**config.mk**
```make
export PLATFORM = sky130hd
export DESIGN_NAME = alu_op_decode_seq
export DESIGN_NICKNAME = d
export VERILOG_FILES = /design/src/rtl/alu_op_decode_seq.sv
export SDC_FILE = /design/constraint.sdc
export NUM_CORES = 1
export LEC_CHECK = 0
export ABC_AREA = 1
export CAP_MARGIN = 20
export CORE_ASPECT_RATIO = 0.75
export CORE_MARGIN = 4
export CORE_UTILIZATION = 30
export DETAILED_ROUTE_END_ITERATION = 8
export PLACE_DENSITY = 0.59
export SYNTH_ARGS = -nofsm -noshare
export SYNTH_HDL_FRONTEND = slang
export SYNTH_SLANG_ARGS = --single-unit
```
**constraint.sdc**
```tcl
create_clock -name clock -period 1.1 [get_ports clock]
set_input_delay 0.165 -clock clock [delete_from_list [all_inputs] [get_ports clock]]
set_output_delay 0.165 -clock clock [all_outputs]
set_load 0.01 [all_outputs]
```
**src/rtl/alu_op_decode_seq.sv**
```systemverilog
`default_nettype none
// ============================================================================
//  Module   : alu_op_decode_seq
//  Purpose  : Registered ALU opcode decoder with multi-cycle (mult/div) sequencing.
//  Revision : 1.0
// ============================================================================
module alu_op_decode_seq #(
    parameter int                  OP_W         = 5,
    parameter logic [2**OP_W-1:0]  LEGAL_MASK   = 'h000000FF,
    parameter logic [2**OP_W-1:0]  MULTI_MASK   = 'h000000C0,
    parameter int                  MULTI_CYCLES = 32
) (
    input  logic                clock,
    input  logic                reset,
    input  logic [OP_W-1:0]     ctrl_ALUopcode,
    input  logic                in_valid,
    output logic                in_ready,
    output logic [2**OP_W-1:0]  en_onehot,
    output logic                out_valid,
    output logic                busy,
    output logic                illegal
);

    localparam int             N        = 2**OP_W;
    localparam int             CW       = (MULTI_CYCLES > 1) ? $clog2(MULTI_CYCLES) : 1;
    localparam logic [CW-1:0]  CNT_LOAD = CW'(MULTI_CYCLES - 1);
    localparam logic           MC_ONE   = (MULTI_CYCLES == 1);

    typedef enum logic [0:0] {
        IDLE = 1'b0,
        BUSY = 1'b1
    } state_t;

    state_t          state_q;
    logic [CW-1:0]   cnt_q;
    logic [N-1:0]    en_q;
    logic            out_valid_q;
    logic            busy_q;
    logic            illegal_q;

    logic            w_accept;
    logic            w_legal;
    logic            w_multi;
    logic [N-1:0]    w_onehot;

    assign in_ready  = (state_q == IDLE);
    assign w_accept  = in_valid & in_ready;
    assign w_legal   = LEGAL_MASK[ctrl_ALUopcode];
    assign w_multi   = MULTI_MASK[ctrl_ALUopcode];
    assign w_onehot  = N'(1) << ctrl_ALUopcode;

    assign en_onehot = en_q;
    assign out_valid = out_valid_q;
    assign busy      = busy_q;
    assign illegal   = illegal_q;

    always_ff @(posedge clock or posedge reset) begin
        if (reset) begin
            state_q     <= IDLE;
            cnt_q       <= '0;
            en_q        <= '0;
            out_valid_q <= 1'b0;
            busy_q      <= 1'b0;
            illegal_q   <= 1'b0;
        end else begin
            case (state_q)
                IDLE: begin
                    en_q        <= '0;
                    out_valid_q <= 1'b0;
                    busy_q      <= 1'b0;
                    illegal_q   <= 1'b0;
                    if (w_accept) begin
                        // Illegal takes priority over the multi-cycle mask.
                        if (!w_legal) begin
                            out_valid_q <= 1'b1;
                            illegal_q   <= 1'b1;
                        end else if (w_multi) begin
                            state_q     <= BUSY;
                            cnt_q       <= CNT_LOAD;
                            en_q        <= w_onehot;
                            busy_q      <= 1'b1;
                            out_valid_q <= MC_ONE;
                        end else begin
                            en_q        <= w_onehot;
                            out_valid_q <= 1'b1;
                        end
                    end
                end
                BUSY: begin
                    if (cnt_q == '0) begin
                        state_q     <= IDLE;
                        en_q        <= '0;
                        busy_q      <= 1'b0;
                        out_valid_q <= 1'b0;
                    end else begin
                        // Result pulse lands in the cycle where the count reaches zero.
                        cnt_q       <= cnt_q - CW'(1);
                        out_valid_q <= (cnt_q == CW'(1));
                    end
                end
                default: begin
                    state_q <= IDLE;
                end
            endcase
        end
    end

endmodule
`default_nettype wire

```
# Word level (Yosys, flattened, before mapping)

Memory sizes are Yosys's and may differ from the RTL's.
Index checks and enable logic that the tools add are counted.

Add/sub/neg operators: 1
Shifts and indexed selects: 1
Bitwise operators: 2
Muxes and demuxes: 25
Equal/unequal tests: 6
Magnitude comparators: 1
Reduce and logical (&&, ||, !) cells: 2

Operators with widths:

| cell                   | number |
|---|---|
| $mux W32               | 3 |
| $pmux W32 S2           | 1 |
| $shl A1 B5 Y32 const A | 1 |
| $mux W5                | 4 |
| $mux W1                | 13 |
| $pmux W5 S2            | 1 |
| $ne A2 B1 Y1 const B   | 4 |
| $lt A5 B6 Y1 const B   | 1 |
| $pmux W1 S2            | 3 |
| $eq A5 B1 Y1 const B   | 1 |
| $logic_not A5 Y1       | 1 |
| $sub A5 B1 Y5 const B  | 1 |
| $reduce_and A4 Y1      | 1 |
| $ne A2 B2 Y1 const B   | 1 |
| $and A1 B1 Y1          | 1 |
| $not A1 Y1             | 1 |

Memory bits (read-only): 64
Word-level logic and storage cells: 46
Bits of input ports: 8
Memories kept: 2
Register bits: 41

Memories:

| name             | words | width | read ports | clocked after Yosys merged registers in | write ports | RTL line | source |
|---|---|---|---|---|---|---|---|
| (name not given) | 32    | 1     | 1          | 0                                       | 0           | 49       | `assign w_multi = MULTI_MASK[ctrl_ALUopcode];` |
| (name not given) | 32    | 1     | 1          | 0                                       | 0           | 48       | `assign w_legal = LEGAL_MASK[ctrl_ALUopcode];` |

# Longest topological paths before layout

Gate-level depths: netlist of the first run.

Depth in word-level cells: 6
Depth in mapped cells: 8

# Worst setup path before layout of the first run

Ideal clock, no wire load.

Kind: register to register
From: register cnt_q[0]
To: register cnt_q[2]
Stages on the path, launching flop included: 8
Path slack: -93 ps
Buffers on the path: 0
Arrival: 1128 ps
Period minus slack after synthesis: 1193 ps
Cell sequence: dfrtp_1 > inv_1 > ha_1 > inv_1 > or2_2 > nand3_1 > nand2_1 > nand2_1

Longest elaborated chain between the ends: 3
Elaborated cells on any way between the ends: 6

RTL lines:

| what                                              | RTL line | source |
|---|---|---|
| start: declaration                                | 35       | `logic [CW-1:0] cnt_q;` |
| start signal: assignment                          | 97       | `cnt_q <= cnt_q - CW'(1);` |
| $sub A5 B1 Y5 or $logic_not A5 Y1 (tied branches) | 97, 90   |  |
| $mux W5 or $ne A2 B2 Y1 (tied branches)           | n/a      |  |
| $pmux W5 S2 or $reduce_and A4 Y1 (tied branches)  | n/a      |  |

Several ways; a longest one is shown, not always the timed one. The select of a mux whose other input is x is not followed.
A chain may end at the register's enable or synchronous reset.

# Worst setup path in the final report of the first run

From: register cnt_q[0]
To: register en_q[15] (netlist: en_onehot[15])

Longest elaborated chain between the ends: 2

RTL lines:

| what                          | RTL line | source |
|---|---|---|
| $logic_not A5 Y1              | 90       | `if (cnt_q == '0) begin` |
| $ne A2 B1 Y1 (no source line) | n/a      |  |
| end signal: assignment        | 80       | `en_q <= w_onehot;` |
| end signal: assignment        | 84       | `en_q <= w_onehot;` |
| end: declaration              | 36       | `logic [N-1:0] en_q;` |

No other way between the ends.

==> results of run 1 <==
==> final cells by class <==
cell class | instances | area [sq um] | area share
clock buffer | 6 | 82.58 | 0.03516
clock inverter | 2 | 13.76 | 0.005860
inverter | 41 | 160.2 | 0.06819
multi-input combinational | 100 | 524.3 | 0.2232
sequential | 41 | 1026 | 0.4369
tap | 75 | 93.84 | 0.03996
timing repair buffer | 63 | 447.9 | 0.1907
==> cells by family (layout without fill, tap and decap cells) <==
group | after synthesis | count (layout)
and+or+nand+nor | 95 | 96
buffers and inverters | 45 | 112
DFF | 41 | 41
adders and majority gates | 2 | 2
AOI/OAI and AO/OA | 2 | 2
==> per-layer routing <==
layer / up-vias / GRT usage / share of wire
met3: 2 / 0.03938 / 0.066
met4: 0 / 0.02885 / 0.0041
met5: - / 0 / 0
met1: 587 / 0.1399 / 0.46
li1: 667 / - / -
met2: 28 / 0.1810 / 0.47
==> cell usage after synthesis <==
cell	n
buf_4	2
buf_6	2
dfrtp_1	41
ha_1	2
inv_1	39
inv_2	2
nand2_1	48
nand2_2	2
nand2_4	2
nand3_1	10
nand3_2	1
nand4_1	2
nor2_1	28
nor2_4	1
o21ai_0	2
or2_2	1
==> cell usage in the layout, fill, tap and decap left out, drive strengths merged <==
cell,n
clkdlybuf4s15,3
clkinvlp,1
clkbuf,35
nand2,53
nand3,11
buf,24
inv,40
dfrtp,41
clkinv,2
o21ai,2
nor2,29
nand4,2
ha,2
or2,1
clkdlybuf4s50,7
==> path summary, 6_finish.rpt <==
check | from | end | slack, ns | cells after the start
hold reg to reg | en_onehot[0] | en_onehot[0] | 0.48 | 2
setup / recovery | cnt_q[0] | en_onehot[15] | -0.09 | 6
max in group asynchronous | reset | en_onehot[30] | 0.64 | 3
min in group clock | en_onehot[0] | en_onehot[0] | 0.48 | 2
hold / removal | reset | en_onehot[22] | 0.27 | 3
setup reg to reg | cnt_q[0] | en_onehot[15] | -0.09 | 6
==> worst register-to-register path: stages (launching register included) <==
cell     delay, ns
dfrtp_1       0.39
inv_2         0.08
ha_4          0.16
nand3_4       0.13
nand2_8       0.12
buf_12        0.15
nor2_1        0.05
==> sequential cells by signal, indices dropped and copies added, names as in the netlist <==
register   flops
illegal        1
en_onehot     32
out_valid      1
state_q        1
cnt_q          5
busy           1
==> through the flow <==
step / TNS, ns / util / cell area [sq um] / setup WS, ns / power, uW
6_report: -2.606 / 0.4388 / 2349 / -0.08733 / 4582
4_1_cts: -3.190 / 0.4607 / 2466 / -0.09946 / 4619
3_3_place_gp: -4.242 / 0.4350 / 2328 / -0.1873 / 3424
5_1_grt: -5.242 / 0.4388 / 2349 / -0.1607 / 4955
3_5_place_dp: -4.766 / 0.4350 / 2328 / -0.2169 / 3445
2_1_floorplan: -0.1228 / - / 1697 / -0.005167 / 2780
==> repair_timing <==
item | in CTS | in global routing
setup endpoints to repair | 76 | 73
setup buffers | 1 | 3
gates resized for setup | 81 | 40
pin swaps | 2 | 2
gates cloned | 1 | 0
==> power groups by stage <==
stage                     Sequential (uW)  Clock [uW]  Combinational [uW]
after floorplan                      1820           0                 961
after global placement               1780           0                1640
after detailed placement             1780           0                1660
after CTS                            1770        1080                1770
after global routing                 1780        1150                2020
final                                1770        1010                1800
==> results.yml, run 1 <==
synthesis:
  synthesized_area_fraction_occupied_by_ao_oa_aoi_and_oai_cells: 0.006020
  post_synth_mux_area_share: 0
  synth_fp_nets: 195
  yosys_register_bits: 41
  synth_top_cells_by_area: "dfrtp_1 (62%), nand2_1 (11%), inv_1 (8.8%), nor2_1 (6.3%), nand3_1 (3.0%)"
  synth_top_area_cell: "dfrtp_1"
  synthSimpleGateAreaFrac: 0.2468
  syn_avg_cell_area_sq_um: 8.988
  synth_sequential_area_ratio: 0.6170
  synthXorXnorAreaFrac: 0
  post_synth_num_cell_types: 16
  synthesis.area_sq_mm: 0.001663
  instance_count_of_the_mapped_netlist: 185
  synth_fa_ha_area_frac: 0.01505
  netlist.area_leader.share: 0.6170
  synth_top_family_by_area: "simple AND/OR/NAND/NOR gates"
  synthesis.yosys.warnings: 0
clocking:
  cts_inserted_buffers: 5
  clock_tree_from_tritoncts: "done"
  cts.hold.buffers_added: 0
  clkLatencyLatePin_ns: 0.28
  clk_transition_reported_paths_ns: 0.08
  cts_max_level: 2
  tritoncts_num_sinks: 41
  cts_root_buffer: "clkbuf_8"
  max-clock-path-buffers: 2
setup_path:
  timing_worst_setup_path_type: "register to register"
  end_kind: "register"
  cpLargestDelayFamily: "flip-flops"
  buffer_and_inverter_count_on_the_worst_path: 2
  cpMaxStageDelayCell: "dfrtp_1"
  worstPathRequired_ns: 1.28
  crit_fanout: 17
  critPathLaunchType: "register"
  worst_ep_arrival_time_ns: 1.36
  critical-path-max-stage-delay_ns: 0.39
  timing.critical_path.cells: "inv_2, ha_4, nand3_4, nand2_8, buf_12, nor2_1"
floorplan:
  die_w_um: 93.97
  design.portCount: 44
  core_sq_mm: 0.005353
  rows: 23
  dieArea_sq_mm: 0.006810
  chipHeight_um: 72.48
  starting_density_of_the_core: 0.3107
sta:
  fin_ws_ns: -0.08733
  worst_slew_pin_slew_ns: 0.2867
  relative_max_transition_margin: 0.8068
  setup_repair_after_global_routing_missed_its_margin: "true"
  timing_max_transition_violations_final: 0
  whs_ns: 0.2706
  fmaxAchievable_ghz: 0.8422
  finalHoldViolations: 0
  timing.clock.skew_ns: 0.005360
  finalWorstPathRequiredPeriod_ns: 1.187
  period_share: 1.079
  report.final.setup_viol: 39
routing:
  drt_pass1_iterations: 5
  detailroute.via_count: 1284
  post_drt_wl_per_cell_um: 10.52
  drt_iter0_drc: 27
  routed_wl_um: 3451
  remaining_drc_errors: 0
  antenna_left: 0
  detail_route.vias_per_cell: 3.915
power_and_ir_drop:
  vdd_ir_drop_max_v: 0.0008535
  power.density_mw_per_mm2: 1951
  switching_share: 0.3466
  combinationalPowerShare: 0.393
  p_leak_uw: 0.001249
  p_seq_frac: 0.386
  power.net_switching_uw: 1588
  power_frac_clock: 0.221
  p_int_uw: 2994
run_status:
  violations: "negative setup slack"
  outcome: "finished, violations left"
placed_design:
  gp_routability_congestion: 0.8004
  portBuffers: 43
  post-dp-hpwl_um: 2425
  dp_cells: 315
min_path:
  hold_path.class: "input port to asynchronous set/reset pin"
flow_run:
  max_cap_viol: 0
global_route:
  first_global_vias: 1343
  grt-ovfl-total: 0
  grt_pass1_wl_um: 5927
  antenna_found_initial: 0
  largest_net_degree_at_the_start_of_global_routing: 42
  grtUsageTotal: 0.1105
cells_and_area:
  antenna_cells: 0
  flow.area_growth_from_synthesis_pct: 41.23
  num-fill-cells: 571
  layout-drive-gt1-share: 0.3281
  instances_no_fill: 328
  fin_nets: 262
Power figures use the tool's default switching activity.
==> inputs of run 2 (changes only) <==
Settings changed: RECOVER_POWER from default to 50.
==> results.yml, run 2 (synthesis gave the netlist of run 1 again) <==
setup_path:
  critPathLaunchType: "register"
  worst_ep_arrival_time_ns: 1.36
  r2r_cells: 6
  end_kind: "register"
  worstPathRequired_ns: 1.28
  crit_fanout: 17
  ff2ff_setup_slack_ns: -0.09
  reg2reg_to: "en_onehot[15]"
  crit-reg2reg-launch: "cnt_q[0]"
  timing_worst_setup_path_type: "register to register"
cells_and_area:
  fin_nets: 262
  final_cell_area_sq_mm: 0.002336
  layout.cells.most_common: "nand2_1"
  instances_no_fill: 328
  antenna_cells: 0
  most-common-layout-cells: "nand2_1 (48), dfrtp_1 (41), inv_1 (36)"
  largest_register_ffs: 32
  flow.area_growth_from_synthesis_pct: 40.48
  layout-drive-gt1-share: 0.3281
sta:
  period_share: 1.079
  setup_repair_after_global_routing_missed_its_margin: "true"
  finalWorstPathRequiredPeriod_ns: 1.187
  finalHoldViolations: 0
  fin_ws_ns: -0.08738
  worst_slew_pin_slew_ns: 0.5525
  timing_max_transition_violations_final: 0
  fmaxAchievable_ghz: 0.8422
  whs_ns: 0.4818
  relative_max_transition_margin: 0.6316
  report.final.setup_viol: 39
  finalSetupTns_ns: -2.607
  timing.clock.skew_ns: 0.005348
flow_run:
  max_cap_viol: 0
placed_design:
  dp_cells: 315
  gp_routability_congestion: 0.8004
  portBuffers: 43
  post-dp-hpwl_um: 2425
  place_area_sq_mm: 0.002328
clocking:
  cts_max_level: 2
  cts_inserted_buffers: 5
  max-clock-path-buffers: 2
  clkLatencyLatePin_ns: 0.28
  cts.hold.buffers_added: 0
  cts_root_buffer: "clkbuf_8"
  tritoncts_num_sinks: 41
  clock_tree_from_tritoncts: "done"
  clk_transition_reported_paths_ns: 0.08
power_and_ir_drop:
  p_leak_uw: 0.001245
  power_frac_clock: 0.222
  switching_share: 0.3470
  vdd_ir_drop_max_v: 0.0008536
  power.density_mw_per_mm2: 1959
  p_int_uw: 2988
  combinationalPowerShare: 0.392
  p_seq_frac: 0.386
  power.net_switching_uw: 1588
routing:
  drt_iter0_drc: 27
  antenna_left: 0
  detail_route.vias_per_cell: 3.915
  post_drt_wl_per_cell_um: 10.54
  drt_pass1_iterations: 5
  detailroute.via_count: 1284
  routed_wl_um: 3456
  remaining_drc_errors: 0
global_route:
  largest_net_degree_at_the_start_of_global_routing: 42
  first_global_vias: 1343
  grtUsageTotal: 0.1105
  antenna_found_initial: 0
  grt_pass1_wl_um: 5927
  grt-ovfl-total: 0
floorplan:
  die_w_um: 93.97
  design.portCount: 44
  starting_density_of_the_core: 0.3107
  core_sq_mm: 0.005353
  rows: 23
  chipHeight_um: 72.48
  dieArea_sq_mm: 0.006810
run_status:
  violations: "negative setup slack"
  outcome: "finished, violations left"
min_path:
  hold_path_depth: 2
  worst_hold_startpoint: "en_onehot[0]"
  min_delay_endpoint: "en_onehot[0]"
  hold_path.class: "register to register"
## run 2: power by group through the flow
stage,clock (uW),combinational (uW),sequential [uW]
detailed placement,0,1660,1780
global route,1150,2010,1780
floorplan,0,961,1820
CTS,1080,1770,1770
global placement,0,1640,1780
finish,1010,1790,1770
## run 2: worst max path at each step
stage | start | to | slack [ns] | cells after the start
6_report | cnt_q[0] | en_onehot[15] | -0.09 | 6
5_1_grt | cnt_q[0] | cnt_q[4] | -0.16 | 7
4_1_cts | cnt_q[0] | en_onehot[19] | -0.1 | 6
3_5_place_dp | ctrl_ALUopcode[1] | cnt_q[4] | -0.22 | 7
3_3_place_gp | ctrl_ALUopcode[3] | cnt_q[3] | -0.19 | 8
2_1_floorplan | cnt_q[0] | en_onehot[10] | -0.005 | 6
## run 2: critical path, stage by stage, from the launching register on
cell	delay, ns
dfrtp_1	0.39
inv_2	0.08
ha_4	0.16
nand3_4	0.13
nand2_8	0.12
buf_12	0.15
nor2_1	0.05
## run 2: through the flow
stage	total power, uW	utilization	setup slack, ns
after global routing	4948	0.4364	-0.1607
after global placement	3424	0.4350	-0.1873
final	4575	0.4364	-0.08738
after detailed placement	3445	0.4350	-0.2169
after floorplan	2780	-	-0.005167
after CTS	4619	0.4607	-0.09946
## run 2: per-layer routing
layer	vias to the layer above	part of all wire	GRT usage
met5	-	0	0
met4	0	0.0041	0.02885
met3	2	0.066	0.03938
met2	28	0.47	0.1810
met1	587	0.46	0.1399
li1	667	-	-
## run 2: layout make-up
class                      count  area (sq um)
fill                         572          3017
sequential                    41          1026
multi-input combinational    100         524.3
timing repair buffer          63         435.4
inverter                      41         160.2
tap                           75         93.84
clock buffer                   6         82.58
clock inverter                 2         13.76
## run 2: what timing repair did
action / in CTS / in global routing
gates cloned: 1 / 0
setup buffers: 1 / 3
pin swaps: 2 / 2
resized for setup: 81 / 40
endpoints found under the setup margin: 76 / 73
==> inputs of run 3 (changes only) <==
Settings changed: HOLD_SLACK_MARGIN from default to 0.06, MAX_ROUTING_LAYER from default to met4, PLACE_DENSITY 0.59 to 0.57.
Clock period 1.1 ns to 1.35 ns, I/O delays scaled along.
==> results.yml, run 3 (synthesis gave the netlist of run 1 again) <==
global_route:
  first_global_vias: 1247
  grtUsageTotal: 0.1098
  largest_net_degree_at_the_start_of_global_routing: 36
  antenna_found_initial: 0
  grt_pass1_wl_um: 5630
  grt-ovfl-total: 0
cells_and_area:
  fin_util: 0.4310
  most-common-layout-cells: "nand2_1 (49), dfrtp_1 (41), inv_1 (37)"
  largest_register_ffs: 32
  fin_nets: 254
  instances_no_fill: 319
  flow.area_growth_from_synthesis_pct: 38.75
  layout.cells.most_common: "nand2_1"
  antenna_cells: 0
  layout-drive-gt1-share: 0.1230
routing:
  detail_route.vias_per_cell: 3.984
  detailroute.via_count: 1271
  drt_iter0_drc: 61
  remaining_drc_errors: 0
  routed_wl_um: 3285
  post_drt_wl_per_cell_um: 10.30
  antenna_left: 0
  drt_pass1_iterations: 4
power_and_ir_drop:
  combinationalPowerShare: 0.338
  switching_share: 0.3401
  p_leak_uw: 0.001308
  power_frac_clock: 0.238
  power.net_switching_uw: 1156
  vdd_ir_drop_max_v: 0.0006670
  p_seq_frac: 0.424
  p_int_uw: 2243
  power.density_mw_per_mm2: 1473
setup_path:
  crit_fanout: 6
  end_kind: "register"
  critPathLaunchType: "register"
  worstPathRequired_ns: 1.53
  timing_worst_setup_path_type: "register to register"
  worst_ep_arrival_time_ns: 1.41
sta:
  report.final.setup_viol: 0
  timing_max_transition_violations_final: 0
  fmaxAchievable_ghz: 0.8137
  timing.clock.skew_ns: 0.005990
  worst_slew_pin_slew_ns: 0.7781
  setup_repair_after_global_routing_missed_its_margin: "false"
  period_share: 0.9103
  relative_max_transition_margin: 0.4813
  finalSetupTns_ns: 0
  finalHoldViolations: 0
  finalWorstPathRequiredPeriod_ns: 1.229
run_status:
  outcome: "finished, final reports clean"
clocking:
  clkLatencyLatePin_ns: 0.29
  cts_inserted_buffers: 5
  cts_max_level: 2
  tritoncts_num_sinks: 41
  clock_tree_from_tritoncts: "done"
  cts_root_buffer: "clkbuf_8"
  max-clock-path-buffers: 2
  clk_transition_reported_paths_ns: 0.08
placed_design:
  dp_cells: 309
  portBuffers: 43
  gp_routability_congestion: 0.8085
  post-dp-hpwl_um: 2381
floorplan:
  design.portCount: 44
  core_sq_mm: 0.005353
  dieArea_sq_mm: 0.006810
  rows: 23
  starting_density_of_the_core: 0.3107
  chipHeight_um: 72.48
  die_w_um: 93.97
min_path:
  hold_path.class: "input port to asynchronous set/reset pin"
flow_run:
  max_cap_viol: 0
-- run 3: changes by cell type in the layout (fill, tap and decap cells not counted), moves of 4 or more --
cell / change
buf_4: -7
clkbuf_2: -29
nor2_1: +5
dlygate4sd2_1: +36
nor2_2: -4
-- run 3: per-layer routing --
layer | vias up | GRT usage | share of wire
met5 | - | - | 0
met4 | 0 | 0.05288 | 0.017
met1 | 572 | 0.1525 | 0.52
li1 | 655 | - | -
met3 | 5 | 0.03109 | 0.068
met2 | 39 | 0.1463 | 0.40
-- run 3: worst max-delay path, cell delays in order, from the launching register on --
cell	delay, ns
dfrtp_1	0.39
inv_2	0.09
ha_4	0.15
nand3_2	0.12
nand2_4	0.15
nand2_2	0.10
nand2_1	0.07
nand2_1	0.05
-- run 3: worst paths after layout --
kind | from | endpoint | slack [ns] | cells past startpoint
worst max-delay path | cnt_q[0] | cnt_q[3] | 0.12 | 7
worst min-delay path | reset | en_onehot[27] | 0.40 | 3
worst max register to register | cnt_q[0] | cnt_q[3] | 0.12 | 7
worst min register to register | en_onehot[6] | en_onehot[6] | 0.47 | 2
max in group asynchronous | reset | cnt_q[1] | 0.24 | 3
min in group clock | en_onehot[6] | en_onehot[6] | 0.47 | 2
-- run 3: through the flow --
stage	hold slack [ns]	worst slack (ns)	area [sq um]	total power, uW
after floorplan	0.3121	0.1574	1663	2178
after global placement	0.4677	0.03831	2250	2563
after detailed placement	0.4623	0.01504	2250	2567
after CTS	0.2508	0.01787	2295	3366
after global routing	0.4750	0.01399	2307	3670
final	0.3975	0.1210	2307	3400
-- run 3: final cells by class --
class | instances | area [sq um]
clock buffer | 6 | 82.58
clock inverter | 1 | 7.507
fill | 587 | 3045
inverter | 41 | 153.9
multi-input combinational | 100 | 461.7
sequential | 41 | 1026
tap | 75 | 93.84
timing repair buffer | 55 | 481.7
-- run 3: power groups by stage --
stage,combinational [uW],clock (uW),sequential [uW]
after floorplan,708,0,1470
after global placement,1100,0,1470
after detailed placement,1110,0,1460
after CTS,1080,850,1440
after global routing,1310,905,1460
final,1150,810,1440
-- run 3: repair_timing --
item	4_1_cts	5_1_grt
gates cloned	0	1
gates resized for setup	36	4
setup buffers	0	2
pin swaps	0	2
setup endpoints to repair	36	37
hold buffers	0	0
